==> src/rtl/fetch_sequencer.sv <==
// fetch_sequencer: front-end stage feeding the instruction decoder.
// Owns pc, ir and the single-level return-address link.
//
// Ports:
//   clk, rst       clock; synchronous active-high reset
//   imem_addr      fetch address (always equal to pc)
//   imem_req       fetch request, high in FETCH only
//   imem_rdata     instruction byte, valid with imem_ack
//   imem_ack       one-cycle memory response strobe
//   opcode         instruction register, routed to the decoder
//   ir_valid       one-cycle strobe while the opcode executes
//   branch_enable  decoder output for the current opcode
//   halt           decoder output for the current opcode
//   pc             current program counter
//   halted         high once a halt has executed, until reset
//   retired_count  saturating count of executed instructions
module fetch_sequencer #(
    parameter int ADDR_WIDTH = 8,
    parameter int CNT_WIDTH  = 16
) (
    input  logic                  clk,
    input  logic                  rst,
    output logic [ADDR_WIDTH-1:0] imem_addr,
    output logic                  imem_req,
    input  logic [7:0]            imem_rdata,
    input  logic                  imem_ack,
    output logic [7:0]            opcode,
    output logic                  ir_valid,
    input  logic                  branch_enable,
    input  logic                  halt,
    output logic [ADDR_WIDTH-1:0] pc,
    output logic                  halted,
    output logic [CNT_WIDTH-1:0]  retired_count
);

    typedef enum logic [1:0] {
        S_FETCH,
        S_DECODE,
        S_EXECUTE,
        S_HALTED
    } state_t;

    state_t                state;
    logic [ADDR_WIDTH-1:0] pc_q;
    logic [ADDR_WIDTH-1:0] ret_addr;
    logic [7:0]            ir;
    logic [CNT_WIDTH-1:0]  cnt;

    logic                  is_branch;
    logic                  is_ret;
    logic [ADDR_WIDTH-1:0] branch_target;

    // Only the high nibble selects the control-flow kind; the
    // decoder's branch_enable must also be asserted.
    assign is_branch     = branch_enable && (ir[7:4] == 4'hC);
    assign is_ret        = branch_enable && (ir[7:4] == 4'hB);
    assign branch_target = {{(ADDR_WIDTH-4){1'b0}}, ir[3:0]};

    always_ff @(posedge clk) begin
        if (rst) begin
            state    <= S_FETCH;
            pc_q     <= '0;
            ret_addr <= '0;
            ir       <= 8'h00;
            cnt      <= '0;
        end else begin
            unique case (state)
                S_FETCH: begin
                    if (imem_ack) begin
                        ir    <= imem_rdata;
                        state <= S_DECODE;
                    end
                end
                S_DECODE: begin
                    state <= S_EXECUTE;
                end
                S_EXECUTE: begin
                    if (cnt != '1) begin
                        cnt <= cnt + 1'b1;
                    end
                    if (halt) begin
                        state <= S_HALTED;
                    end else begin
                        state <= S_FETCH;
                        if (is_branch) begin
                            ret_addr <= pc_q + 1'b1;
                            pc_q     <= branch_target;
                        end else if (is_ret) begin
                            pc_q <= ret_addr;
                        end else begin
                            pc_q <= pc_q + 1'b1;
                        end
                    end
                end
                S_HALTED: begin
                    state <= S_HALTED;
                end
                default: begin
                    state <= S_FETCH;
                end
            endcase
        end
    end

    assign imem_req      = (state == S_FETCH);
    assign ir_valid      = (state == S_EXECUTE);
    assign halted        = (state == S_HALTED);
    assign imem_addr     = pc_q;
    assign pc            = pc_q;
    assign opcode        = ir;
    assign retired_count = cnt;

endmodule

==> config.mk <==
export PLATFORM = sky130hd
export DESIGN_NAME = fetch_sequencer
export DESIGN_NICKNAME = d
export VERILOG_FILES = /design/src/rtl/fetch_sequencer.sv
export SDC_FILE = /design/constraint.sdc
export NUM_CORES = 1
export LEC_CHECK = 0
export CORE_ASPECT_RATIO = 1.1
export CORE_MARGIN = 3
export CORE_UTILIZATION = 48
export CTS_BUF_LIST = sky130_fd_sc_hd__clkbuf_4
export CTS_CLUSTER_DIAMETER = 200
export DETAILED_ROUTE_END_ITERATION = 10
export MAX_ROUTING_LAYER = met4
export PLACE_DENSITY = 0.79
export SLEW_MARGIN = 20
export SYNTH_ARGS = -nofsm -noshare
export SYNTH_HDL_FRONTEND = slang
export SYNTH_SLANG_ARGS = --single-unit
==> constraint.sdc <==
create_clock -name clk -period 2.19 [get_ports clk]
set_clock_uncertainty 0.2 [all_clocks]
set_input_delay 0.3285 -clock clk [delete_from_list [all_inputs] [get_ports clk]]
set_output_delay 0.3285 -clock clk [all_outputs]
set_load 0.01 [all_outputs]
==> results of run 1 <==
==> worst paths after layout <==
| kind | to | depth (start not counted) |
|---|---|---|
| worst max-delay path | ir_valid | 3 |
| worst max register to register | retired_count[3] | 6 |
| worst min-delay path | opcode[3] | 2 |
| worst min register to register | opcode[3] | 2 |
==> layer usage <==
metal / vias up / track usage (%) / part of all wire, %
met3: 5 / 4.62 / 3.7
met1: 942 / 25.6 / 46
met4: 0 / 7.59 / 1.4
li1: 1029 / - / -
met5: - / - / 0
met2: 49 / 35.7 / 48
==> registers in the layout, indices dropped and copies added, names as in the netlist <==
| register | count |
|---|---|
| imem_addr | 8 |
| state | 2 |
| ret_addr | 8 |
| opcode | 8 |
| retired_count | 16 |
==> worst max-delay path, cell delays in order, from the launching register on <==
cell and delay (ps):
dfxtp_2 380, nand2b_4 180, inv_2 70, clkdlybuf4s50_1 530
==> cells in the mapped netlist, types with 5 or more instances <==
cell and count:
dfxtp_1 42, nor3_1 7, a21oi_1 24, nand2_1 32, buf_4 10, o31ai_1 5, mux2i_1 5, o21ai_0 11
nor2_1 20, nand4_1 5, a211oi_1 7, or3_1 8, clkbuf_1 7, nand3_1 8, and3_1 7
==> kinds of logic after synthesis <==
family                     synth area share (%)
adders and majority gates                  1.19
muxes                                      3.99
AOI/OAI and AO/OA                          17.4
and+or+nand+nor                            30.3
DFF                                        40.0
xor gates and xnor gates                   1.25
buffers and inverters                      5.89
==> what timing repair did <==
item,CTS,global route
resized for setup,2,2
cloned,0,0
endpoints found under the setup margin,1,1
==> per-stage QoR <==
| step | std cells | hold WS [ps] | setup slack, ps |
|---|---|---|---|
| 2_1_floorplan | 256 | 252 | 373 |
| 3_3_place_gp | 353 | 268 | -12.9 |
| 3_5_place_dp | 353 | 270 | -135 |
| 4_1_cts | 360 | 287 | 46.0 |
| 5_1_grt | 360 | 295 | 49.8 |
| 6_report | 360 | 287 | 144 |
==> power groups by stage <==
stage	Combinational, W	Clock [W]	Sequential [W]
after floorplan	0.0000667	0	0.000823
after global placement	0.000154	0	0.000820
after detailed placement	0.000155	0	0.000821
after CTS	0.000157	0.000488	0.000805
after global routing	0.000171	0.000516	0.000810
final	0.000157	0.000479	0.000806
==> layout make-up <==
| type | instances | share of cell area, % |
|---|---|---|
| clock buffer | 5 | 1.35 |
| clock inverter | 2 | 1.22 |
| inverter | 5 | 0.675 |
| multi-input combinational | 191 | 41.2 |
| sequential | 42 | 30.3 |
| tap | 52 | 2.34 |
| timing repair buffer | 63 | 22.9 |
==> impl_metrics.toml, run 1 <==
[synthesis]
yosysSeqAreaShare_pct = 40.0
synth_cells = 256
synth_cell_types = 45
yosys-top-cells-area = "dfxtp_1, a21oi_1, nand2_1"
ys_seq_elements = 42
yosysTopAreaCellShare_pct = 40.0
postSynthAreaPerCell_sq_um = 8.22
synthesis.area_sq_mm = 0.00210
async_flop_share_pct = 0
ys.flop_type = "dfxtp_1"
synth-edff-count = 0
yosysWarnings = 0
synth_top_cell_by_area = "dfxtp_1"
synth_nets = 271

[final_layout]
final_common_cell = "clkdlybuf4s50_1"
finalCoreUtilization_pct = 68.1
drive_above_1_share_pct = 7.47
area_growth_syn_to_layout_pct = 32.2
final-seq-area_sq_um = 843
fin_nets = 323
diodes = 0
multi_input_area_sq_mm = 0.00115
final_cell_mix = "clkdlybuf4s50_1, dfxtp_1, nand2_1"
final_area_sq_mm = 0.00278
n_fill_cell = 378

[setup_path]
reg2reg_setup_slack_ps = 280
critical_path_arrival_ps = 1520
cp_data_required_time_ps = 1660
cp_max_fo = 8
timing.rr.start = "retired_count[0]"
crit_type = "flip-flop to output pin"
startpoint = "state[0]"
critPathLaunchType = "flip-flop"
crit_path_end_kind = "output pin"

[grt]
grt_use_total_pct = 21.3
antenna_found_initial = 0
grt_pass1_vias = 1929
grt-ovfl-total = 0
grt_pass1_wl_um = 8760
grt_max_degree = 33

[pwr]
p_comb_share_pct = 10.9
clkPwrFrac_pct = 33.2
internal_power_w = 0.00110
fin_total_pwr_w = 0.00144
ir_worst_vdd_mv = 0.452
p_leak_nw = 0.955
switchingPower_w = 0.000345
p_seq_share_pct = 55.9
cellPowerDensity_mw_per_mm2 = 518
swShare_pct = 24.0

[floorplan]
die_y_um = 75.4
initial_utilization_pct = 51.5
die_w_um = 69.1
core_area_sq_mm = 0.00408
dieArea_sq_mm = 0.00521
rows = 24
io_pins = 56

[sta]
hold_viol = 0
slew_headroom_pct = 62.0
drv_slew = 0
tightest_slew_ps = 562
post-route-min-period_ps = 2050
finalCritPeriodShare_pct = 93.4
fmax_ghz = 0.489
setup_violations = 0
finalSetupTns_ps = 0
rsz0062_at_grt = "false"

[clock_network]
clockRootBuffer = "clkbuf_4"
clk_path_buf_depth = 2
ctsHoldBuffers = 0
h-tree-depth = 2
clk_latency_ps = 350
cts_buffers = 5
cts_tree = "built"
cts_sinks = 42
cts_setup_buffers = 0
clk_pin_slew_worst_paths_ps = 120

[placement]
gp_congestion = 0.870
placed_area_sq_mm = 0.00270
dp_hpwl_um = 3790
port_buffers = 55

[hold_path]
worstHoldPathType = "flip-flop to flip-flop"
hp-start = "opcode[3]"

[routing]
postRouteAntennaNets = 0
wl_um = 5190
drc = 0
vias = 2025
wl_per_cell_um = 14.4
via_per_inst = 5.63
dr.first_iter.drc_count = 165
firstDrtPassIters = 4

[job]
max_cap_violations = 0

[run_status]
status = "finished clean"
(Power assumes the default switching activity.)
==> inputs of run 2 (changes only) <==
--- a/config.mk
+++ b/config.mk
@@ -10,9 +10,10 @@
 export CORE_UTILIZATION = 48
 export CTS_BUF_LIST = sky130_fd_sc_hd__clkbuf_4
 export CTS_CLUSTER_DIAMETER = 200
+export CTS_CLUSTER_SIZE = 10
 export DETAILED_ROUTE_END_ITERATION = 10
 export MAX_ROUTING_LAYER = met4
-export PLACE_DENSITY = 0.79
+export PLACE_DENSITY_LB_ADDON = 0.15
 export SLEW_MARGIN = 20
 export SYNTH_ARGS = -nofsm -noshare
 export SYNTH_HDL_FRONTEND = slang
==> run 2 against run 1 <==
Against the previous run: count of clock-buffer cells in the layout rose by 2; cell count up 0.56%; first-iteration DRC count is 39% lower; via count is 1.1% higher; critical path type unchanged; largest power group unchanged.
==> impl_metrics.toml, run 2 (synthesized netlist as in run 1, its figures left out) <==
[run_status]
status = "finished clean"

[final_layout]
diodes = 0
area_growth_syn_to_layout_pct = 31.3
final_area_sq_mm = 0.00276
final_cell_mix = "clkdlybuf4s50_1, dfxtp_1, nand2_1"
drive_above_1_share_pct = 7.74
fin_nets = 325
largest_reg_flops = 16
finalCoreUtilization_pct = 67.6
n_fill_cell = 381
final_common_cell = "clkdlybuf4s50_1"

[sta]
fmax_ghz = 0.476
worst_slack_ps = 87.3
post-route-min-period_ps = 2100
setup_violations = 0
tightest_slew_ps = 500
rsz0062_at_grt = "false"
finalSetupTns_ps = 0
drv_slew = 0
finalCritPeriodShare_pct = 96.0
hold_viol = 0
slew_headroom_pct = 66.4

[grt]
grt_pass1_vias = 1860
grt_max_degree = 19
antenna_found_initial = 0
grt-ovfl-total = 0
grt_use_total_pct = 20.2
grt_pass1_wl_um = 8350

[routing]
firstDrtPassIters = 4
drc = 0
vias = 2048
postRouteAntennaNets = 0
dr.first_iter.drc_count = 100
wl_per_cell_um = 14.2
via_per_inst = 5.66
wl_um = 5150

[placement]
gp_congestion = 0.782
placed_area_sq_mm = 0.00270
dp_hpwl_um = 3740
port_buffers = 55
place_ws_ps = -44.3

[clock_network]
clk_path_buf_depth = 2
ctsHoldBuffers = 0
cts_setup_buffers = 0
cts_tree = "built"
clockRootBuffer = "clkbuf_4"
cts_sinks = 42
cts.repair.resized = 1
clk_latency_ps = 350
clk_pin_slew_worst_paths_ps = 120
cts_buffers = 5
h-tree-depth = 2

[floorplan]
core_area_sq_mm = 0.00408
initial_utilization_pct = 51.5
dieArea_sq_mm = 0.00521
die_w_um = 69.1
rows = 24
io_pins = 56
die_y_um = 75.4

[setup_path]
cp_max_fo = 8
critical_path_arrival_ps = 1570
crit_type = "flip-flop to output pin"
crit_buf_inv = 2
r2r_end = "retired_count[6]"
r2r.worst_path.cells = 6
crit_slowest_cell = "clkdlybuf4s50_1"
max_stage_delay_ps = 530
crit_chain = "nand2b_4 -> inv_2 -> clkdlybuf4s50_1"
crit_path_end_kind = "output pin"
reg2reg_setup_slack_ps = 270
cp_data_required_time_ps = 1660
path_delay_family = "buffers and inverters"
critPathLaunchType = "flip-flop"
timing.rr.start = "retired_count[0]"

[pwr]
p_seq_share_pct = 59.8
swShare_pct = 25.0
switchingPower_w = 0.000337
fin_total_pwr_w = 0.00135
p_comb_share_pct = 11.3
ir_worst_vdd_mv = 0.399
internal_power_w = 0.00101
p_leak_nw = 0.952
clkPwrFrac_pct = 28.9
cellPowerDensity_mw_per_mm2 = 488

[job]
max_cap_violations = 0

[hold_path]
hold-path-cell-count = 2
worstHoldPathType = "flip-flop to flip-flop"
hp-start = "opcode[3]"
min_to = "opcode[3]"
[run 2: metal layers]
metal	routed length (um)	global-route usage, %	vias to the layer above
met2	2550	34.2	43
met5	0	-	-
li1	-	-	1038
met3	168	3.56	9
met1	2330	23.7	958
met4	105	9.11	0
[run 2: worst max path at each step]
stage,endpoint,cells past startpoint,start
2_1_floorplan,retired_count[6],6,retired_count[0]
3_3_place_gp,ret_addr[4],6,branch_enable
5_1_grt,ir_valid,3,state[1]
4_1_cts,halted,2,state[1]
6_report,ir_valid,3,state[1]
3_5_place_dp,ret_addr[0],6,branch_enable
[run 2: worst min-delay path: cells and delay by family (launching register included)]
| kind | cells | cell delay, ps |
|---|---|---|
| flip-flops | 1 | 350 |
| AO/OA/AOI/OAI | 1 | 50 |
| AND/OR/NAND/NOR | 1 | 60 |
[run 2: per-stage QoR]
| step | instances | hold WS, ps |
|---|---|---|
| floorplan | 256 | 252 |
| global placement | 355 | 267 |
| finish | 362 | 287 |
| CTS | 362 | 287 |
| global route | 362 | 298 |
| detailed placement | 355 | 268 |
[run 2: layout make-up]
type	count	area, sq um	share of cell area (%)
timing repair buffer	65	638	23.1
multi-input combinational	191	1150	41.5
clock buffer	7	52.6	1.90
sequential	42	841	30.4
inverter	5	18.8	0.680
tap	52	65.1	2.36
[run 2: power by group through the flow]
| stage | logic [W] | clock network [W] | registers, W |
|---|---|---|---|
| after floorplan | 0.0000667 | 0 | 0.000823 |
| after global placement | 0.000150 | 0 | 0.000821 |
| after detailed placement | 0.000151 | 0 | 0.000821 |
| after CTS | 0.000154 | 0.000400 | 0.000805 |
| after global routing | 0.000165 | 0.000422 | 0.000809 |
| final | 0.000152 | 0.000388 | 0.000805 |
